**config.mk**
```make
export PLATFORM = sky130hd
export DESIGN_NAME = inst_fetch
export DESIGN_NICKNAME = d
export VERILOG_FILES = /design/src/rtl/inst_fetch_pkg.sv /design/src/rtl/inst_fetch_fifo.sv /design/src/rtl/inst_fetch.sv
export SDC_FILE = /design/constraint.sdc
export NUM_CORES = 1
export LEC_CHECK = 0
export CORE_MARGIN = 1.5
export CORE_UTILIZATION = 53
export DETAILED_ROUTE_END_ITERATION = 8
export PLACE_DENSITY = 0.88
export RECOVER_POWER = 25
export SETUP_SLACK_MARGIN = 0.15
export SYNTH_ARGS = -nofsm -noshare
export SYNTH_HDL_FRONTEND = slang
export SYNTH_SLANG_ARGS = --single-unit
export TNS_END_PERCENT = 20
```
**constraint.sdc**
```tcl
create_clock -name CLOCK -period 3.55 [get_ports CLOCK]
set_clock_uncertainty 0.15 [all_clocks]
set_input_delay 1.065 -clock CLOCK [delete_from_list [all_inputs] [get_ports CLOCK]]
set_output_delay 1.065 -clock CLOCK [all_outputs]
set_load 0.1 [all_outputs]
```
**src/rtl/inst_fetch_pkg.sv**
```systemverilog
// rtl/inst_fetch_pkg.sv - shared fetch types, FSM encoding and constants
package typePack;

    typedef logic [31:0] instruction_t;

    typedef enum logic [1:0] {
        IDLE,
        FETCH,
        DRAIN
    } fetch_state_t;

    localparam instruction_t NOP = 32'h0000_0013;

    function automatic logic [31:0] align_word(input logic [31:0] addr);
        return {addr[31:2], 2'b00};
    endfunction

endpackage

```
**src/rtl/inst_fetch_fifo.sv**
```systemverilog
// rtl/inst_fetch_fifo.sv - prefetch FIFO with flop storage, clear, push, pop and occupancy
module fetch_fifo #(
    parameter int WIDTH = 64,
    parameter int DEPTH = 2
) (
    input  logic                       clk_i,
    input  logic                       rst_ni,
    input  logic                       clear_i,
    input  logic                       push_i,
    input  logic [WIDTH-1:0]           push_data_i,
    input  logic                       pop_i,
    output logic [WIDTH-1:0]           data_o,
    output logic [$clog2(DEPTH):0]     count_o,
    output logic                       empty_o,
    output logic                       full_o
);
    localparam int AW = $clog2(DEPTH);

    logic [WIDTH-1:0] mem_q [DEPTH];
    logic [AW-1:0]    wr_ptr_q, rd_ptr_q;
    logic [AW:0]      count_q;
    logic             do_push, do_pop;

    assign empty_o = (count_q == '0);
    assign full_o  = (count_q == (AW+1)'(DEPTH));
    assign count_o = count_q;
    assign data_o  = mem_q[rd_ptr_q];

    // A push into a full FIFO is fine when the same cycle pops the slot it overwrites.
    assign do_pop  = pop_i && !empty_o;
    assign do_push = push_i && (!full_o || do_pop);

    always_ff @(posedge clk_i or negedge rst_ni) begin
        if (!rst_ni) begin
            for (int i = 0; i < DEPTH; i++) mem_q[i] <= '0;
            wr_ptr_q <= '0;
            rd_ptr_q <= '0;
            count_q  <= '0;
        end else if (clear_i) begin
            wr_ptr_q <= '0;
            rd_ptr_q <= '0;
            count_q  <= '0;
        end else begin
            if (do_push) begin
                mem_q[wr_ptr_q] <= push_data_i;
                wr_ptr_q        <= wr_ptr_q + 1'b1;
            end
            if (do_pop) rd_ptr_q <= rd_ptr_q + 1'b1;
            count_q <= count_q + (AW+1)'(do_push) - (AW+1)'(do_pop);
        end
    end

endmodule

```
**src/rtl/inst_fetch.sv**
```systemverilog
// rtl/inst_fetch.sv - sequential instruction fetch with credit-limited requests and redirect flush
module inst_fetch
    import typePack::*;
#(
    parameter logic [31:0] RESET_PC   = 32'h0000_0000,
    parameter int          FIFO_DEPTH = 2
) (
    input  logic         CLOCK,
    input  logic         RESET_N,
    output logic         IMEM_REQ_VALID,
    input  logic         IMEM_REQ_READY,
    output logic [31:0]  IMEM_REQ_ADDR,
    input  logic         IMEM_RSP_VALID,
    input  logic [31:0]  IMEM_RSP_DATA,
    output instruction_t INST,
    output logic [31:0]  INST_PC,
    output logic         INST_VALID,
    input  logic         INST_READY,
    input  logic         REDIRECT,
    input  logic [31:0]  REDIRECT_PC
);
    localparam int CW = $clog2(FIFO_DEPTH) + 1;

    fetch_state_t  state_q, state_d;
    logic [31:0]   fpc_q, fpc_d, rpc_q, rpc_d;
    logic [CW-1:0] outstanding_q, outstanding_d, drop_q, drop_d;

    logic [CW-1:0] fifo_count;
    logic          fifo_empty, fifo_full, fifo_push, fifo_clear;
    logic [63:0]   fifo_data;
    logic          credit, req_fire;

    // Credits look only at registered occupancy so INST_READY never reaches the request path.
    assign credit = !fifo_full &&
                    (({1'b0, outstanding_q} + {1'b0, fifo_count}) < (CW+1)'(FIFO_DEPTH));

    assign IMEM_REQ_VALID = (state_q == FETCH) && credit;
    assign IMEM_REQ_ADDR  = fpc_q;
    assign req_fire       = IMEM_REQ_VALID && IMEM_REQ_READY;

    assign INST_VALID = !fifo_empty;
    assign INST       = fifo_data[63:32];
    assign INST_PC    = fifo_data[31:0];

    always_comb begin
        state_d       = state_q;
        fpc_d         = fpc_q;
        rpc_d         = rpc_q;
        drop_d        = drop_q;
        fifo_push     = 1'b0;
        fifo_clear    = 1'b0;
        outstanding_d = outstanding_q + CW'(req_fire) - CW'(IMEM_RSP_VALID);

        case (state_q)
            IDLE:  state_d = FETCH;
            FETCH: begin
                if (req_fire) fpc_d = fpc_q + 32'd4;
                if (IMEM_RSP_VALID) begin
                    fifo_push = 1'b1;
                    rpc_d     = rpc_q + 32'd4;
                end
            end
            DRAIN: begin
                if (IMEM_RSP_VALID) begin
                    drop_d = drop_q - CW'(1);
                    if (drop_q == CW'(1)) state_d = FETCH;
                end
            end
            default: state_d = IDLE;
        endcase

        // Whatever is still in flight after this edge belongs to the old stream.
        if (REDIRECT) begin
            fifo_clear = 1'b1;
            fifo_push  = 1'b0;
            fpc_d      = align_word(REDIRECT_PC);
            rpc_d      = align_word(REDIRECT_PC);
            drop_d     = outstanding_d;
            state_d    = (outstanding_d != '0) ? DRAIN : FETCH;
        end
    end

    always_ff @(posedge CLOCK or negedge RESET_N) begin
        if (!RESET_N) begin
            state_q       <= IDLE;
            fpc_q         <= RESET_PC;
            rpc_q         <= RESET_PC;
            outstanding_q <= '0;
            drop_q        <= '0;
        end else begin
            state_q       <= state_d;
            fpc_q         <= fpc_d;
            rpc_q         <= rpc_d;
            outstanding_q <= outstanding_d;
            drop_q        <= drop_d;
        end
    end

    fetch_fifo #(
        .WIDTH (64),
        .DEPTH (FIFO_DEPTH)
    ) u_fifo (
        .clk_i       (CLOCK),
        .rst_ni      (RESET_N),
        .clear_i     (fifo_clear),
        .push_i      (fifo_push),
        .push_data_i ({IMEM_RSP_DATA, rpc_q}),
        .pop_i       (INST_READY),
        .data_o      (fifo_data),
        .count_o     (fifo_count),
        .empty_o     (fifo_empty),
        .full_o      (fifo_full)
    );

endmodule

```
==> reports/summary.log <==
INFO  grt            grt_first_pass_wirelength=36100µm
INFO  timing         finalMaxSlewViolations=67
INFO  floorplanning  die_y=138µm
INFO  yosys          synth_ff_type=sky130_fd_sc_hd__dfrtp_1
INFO  layout         fraction_of_layout_instances_using_a_drive_strength_above_1=37.2%
INFO  yosys          post_synth_and_or_nand_nor_area_fraction=13.5%
INFO  critical_path  timing.critical_path.depth=5
INFO  routing        wire_per_inst=19.1µm
INFO  critical_path  timing.critical_path.required=2330ps
INFO  grt            grt_pass1_vias=7166
INFO  critical_path  worst_setup_path_endpoint=IMEM_REQ_VALID
INFO  critical_path  worst-endpoint-arrival=2350ps
INFO  layout         finish.utilization=66.9%
INFO  yosys          synth-xor-area-share=2.18%
INFO  critical_path  max_stage_delay=560ps
INFO  routing        wirelength=23000µm
INFO  timing         rsz0062_at_grt=yes
INFO  yosys          yosys.cell_types.count=56
INFO  critical_path  critical_path.startpoint_type=register
INFO  layout         layout.cells.most_common=sky130_fd_sc_hd__mux2_2
INFO  layout         area_growth_syn_to_layout=24.1%
INFO  floorplanning  placement_rows=49
INFO  timing         post-route-worst-setup-slack=-15.4ps
INFO  timing         max_freq=280MHz
INFO  place          pre_cts_ws=143ps
INFO  grt            track_usage=24.4%
INFO  routing        antenna_violating_nets_post_route=0
INFO  yosys          synth-async-reset-ratio=100%
INFO  layout         design.final.nets=1038
INFO  yosys          synth.avg_cell_area=11.9µm²
INFO  timing         layout_min_cycle_time=3570ps
INFO  timing         tns=-15.4ps
INFO  timing         worst-slew-pin-transition=1790ps
INFO  critical_path  critPathTopFamily=simple AND/OR/NAND/NOR gates
INFO  floorplanning  die_footprint=19000µm²
INFO  place          port-buffer-count=161
INFO  critical_path  setup.reg_to_reg.worst_slack=380ps
INFO  floorplanning  floorplan.initialDensity=53.9%
INFO  critical_path  setup.worst_path.class=reg -> out
INFO  critical_path  r2r_end=state_q[0]
INFO  timing         tightest_slew_margin_relative_to_the_limit=-19.6%
INFO  place          dpl.hpwl=15700µm
INFO  timing         timing.final.crit_share=100%
INFO  clock_tree     cts.clk_slew.worst_paths=70ps
INFO  routing        post-route-drc-count=0
INFO  clock_tree     clk-insertion-delay-late=430ps
INFO  critical_path  critPathSlowestCell=sky130_fd_sc_hd__or4b_4
INFO  grt            grt_start_max_net_pins=68
INFO  timing         finalSetupViolCount=1
INFO  yosys          synth_area=9660µm²
INFO  timing         finalHoldViolations=0
INFO  grt            grt-ovfl-total=0
INFO  routing        route.detailed.vias_per_inst=6.08
INFO  grt            antenna_found_initial=1
INFO  clock_tree     cts_buffers=17
INFO  yosys          seq_area_frac_synth=50.3%
INFO  clock_tree     clockBufferDepth=2
INFO  layout         mostFrequentLayoutCells=sky130_fd_sc_hd__mux2_2 (198), sky130_fd_sc_hd__dfrtp_1 (193), sky130_fd_sc_hd__buf_4 (107), sky130_fd_sc_hd__clkdlybuf4s50_1 (65), sky130_fd_sc_hd__nor2_1 (39)
INFO  critical_path  worstRegToRegCells=11
INFO  clock_tree     cell_chosen_for_the_clock_root=sky130_fd_sc_hd__clkbuf_16
INFO  yosys          synthesis.yosys.warnings=0
INFO  routing        drtIter0Drc=489
INFO  place          finalWeightedCongestion=0.831
INFO  worst_hold_path hp-class=reg -> reg
INFO  clock_tree     cts.htree.levels=4
INFO  clock_tree     cts_hold_buffers=0
INFO  yosys          compound_cell_area_share_of_the_yosys_netlist=6.26%
INFO  critical_path  critical_r2r_launch=outstanding_q[0]
INFO  routing        firstDrtPassIters=4
INFO  critical_path  cp_num_buf_inv=1
INFO  status         status=finished, violations left
INFO  yosys          synthCells=810
INFO  floorplanning  io_pins=168
INFO  yosys          synth.mux.area_fraction=23.7%
INFO  floorplanning  core_area=17900µm²
INFO  yosys          ys_seq_elements=194
INFO  critical_path  largest_fanout_on_the_critical_path=2
INFO  critical_path  worst_setup_path_end_kind=output pin
INFO  clock_tree     tritoncts=done
INFO  critical_path  setup.worst_path.start=outstanding_q[0]
INFO  job            maxCapViolations=1
INFO  clock_tree     clock-sinks=194
INFO  yosys          synth_fa_ha_area_share=1.11%
INFO  routing        dr_total_vias=7315
INFO  critical_path  critical_path.cell_chain=and2_4, fa_1, or4b_4, nor2_4, buf_12
INFO  yosys          synth_top_family_by_area=multiplexers
INFO  floorplanning  floorplan.die.width=138µm
INFO  status         violations=max-capacitance violations, max-slew violations, negative setup slack
INFO  yosys          synth-edff-count=0
==> flip-flops by register name (all words and copies together) (netlist names) <==
register / cells
IMEM_REQ_ADDR: 30
drop_q: 2
outstanding_q: 2
rpc_q: 30
state_q: 2
u_fifo.count_o: 2
u_fifo.mem_q: 124
u_fifo.rd_ptr_q: 1
u_fifo.wr_ptr_q: 1
==> synthesized netlist by cell type, drive strengths merged (2+ instances only) <==
| library cell | instances | share of area, % |
|---|---|---|
| and3 | 14 | 0.91 |
| nor4 | 20 | 1.4 |
| a211oi | 17 | 1.3 |
| a21o | 5 | 0.39 |
| a311oi | 5 | 0.45 |
| ha | 7 | 0.91 |
| a21oi | 6 | 0.31 |
| mux2i | 6 | 0.62 |
| nand2 | 29 | 1.1 |
| or2 | 4 | 0.26 |
| nand3 | 25 | 1.4 |
| nor2 | 40 | 1.6 |
| clkbuf | 26 | 1.0 |
| mux2 | 198 | 23 |
| o21ai | 10 | 0.52 |
| inv | 9 | 0.35 |
| a21boi | 3 | 0.23 |
| a31oi | 12 | 0.78 |
| nor3b | 3 | 0.23 |
| nand4 | 23 | 1.5 |
| nor3 | 21 | 1.1 |
| nand2b | 7 | 0.45 |
| o21a | 2 | 0.16 |
| or3 | 5 | 0.32 |
| and2 | 4 | 0.26 |
| o31a | 2 | 0.18 |
| a211o | 2 | 0.18 |
| and4 | 13 | 1.2 |
| buf | 29 | 1.5 |
| nor2b | 6 | 0.39 |
| xnor2 | 17 | 1.5 |
| o31ai | 10 | 0.78 |
| o311a | 3 | 0.31 |
| dfrtp | 194 | 50 |
| xor2 | 7 | 0.63 |
| o2bb2ai | 2 | 0.18 |
| nand3b | 3 | 0.23 |
| or4 | 11 | 0.89 |
==> layout make-up <==
type | count | area (µm²)
multi-input cells | 555 | 4560
flip-flops and latches | 194 | 4860
clock buffers | 20 | 467
well taps | 229 | 287
diodes | 1 | 2.50
inverters | 9 | 33.8
repair buffers | 183 | 1630
clock inverters | 12 | 146
fillers | 1333 | 5920
==> stage by stage <==
step	instances	cell area (µm²)	hold slack (ps)
global route	1203	12000	367
global placement	1168	11400	334
floorplan	813	9680	325
CTS	1202	12000	356
finish	1203	12000	352
detailed placement	1168	11400	340
==> kinds of logic after synthesis <==
| group | count (synthesis) |
|---|---|
| buf+inv | 64 |
| simple gates | 231 |
| mux | 204 |
| other cells | 1 |
| xor+xnor | 24 |
| compound gates | 84 |
| flops | 194 |
| fa+ha+maj | 8 |
==> metal layers <==
| metal | up-vias | wire length (µm) | global-route usage, % |
|---|---|---|---|
| met5 | - | 0 | 0 |
| met4 | 0 | 711 | 10.8 |
| met3 | 53 | 1180 | 4.24 |
| met2 | 273 | 11400 | 39.2 |
| met1 | 3676 | 9690 | 32.5 |
| li1 | 3313 | - | - |
==> worst register-to-register path, cell delays in order (launching register included) <==
cell,delay [ps]
sky130_fd_sc_hd__dfrtp_1,410
sky130_fd_sc_hd__and2_4,180
sky130_fd_sc_hd__fa_1,470
sky130_fd_sc_hd__nor4b_2,370
sky130_fd_sc_hd__nand3_1,230
sky130_fd_sc_hd__ha_1,330
sky130_fd_sc_hd__inv_1,40
sky130_fd_sc_hd__ha_1,180
sky130_fd_sc_hd__xnor2_1,140
sky130_fd_sc_hd__xnor2_1,230
sky130_fd_sc_hd__a2bb2oi_1,230
sky130_fd_sc_hd__mux2i_1,100
==> what timing repair did <==
item	in CTS	in global routing
buffers inserted	2	0
gates resized for setup	0	1
pin swaps	2	0
setup endpoints to repair	1	1
==> how the worst min path moves through the flow <==
stage | depth (start not counted) | end | start
after global routing | 1 | u_fifo.mem_q[98] | u_fifo.mem_q[98]
after floorplan | 1 | u_fifo.mem_q[10] | u_fifo.mem_q[10]
final | 1 | u_fifo.mem_q[115] | u_fifo.mem_q[115]
after CTS | 1 | u_fifo.mem_q[27] | u_fifo.mem_q[27]
after detailed placement | 1 | u_fifo.mem_q[2] | u_fifo.mem_q[2]
after global placement | 1 | u_fifo.mem_q[36] | u_fifo.mem_q[36]
Power is left out: the tool's default activity adds up to more than one toggle a clock period on the data nets, which glitch-free logic cannot reach.
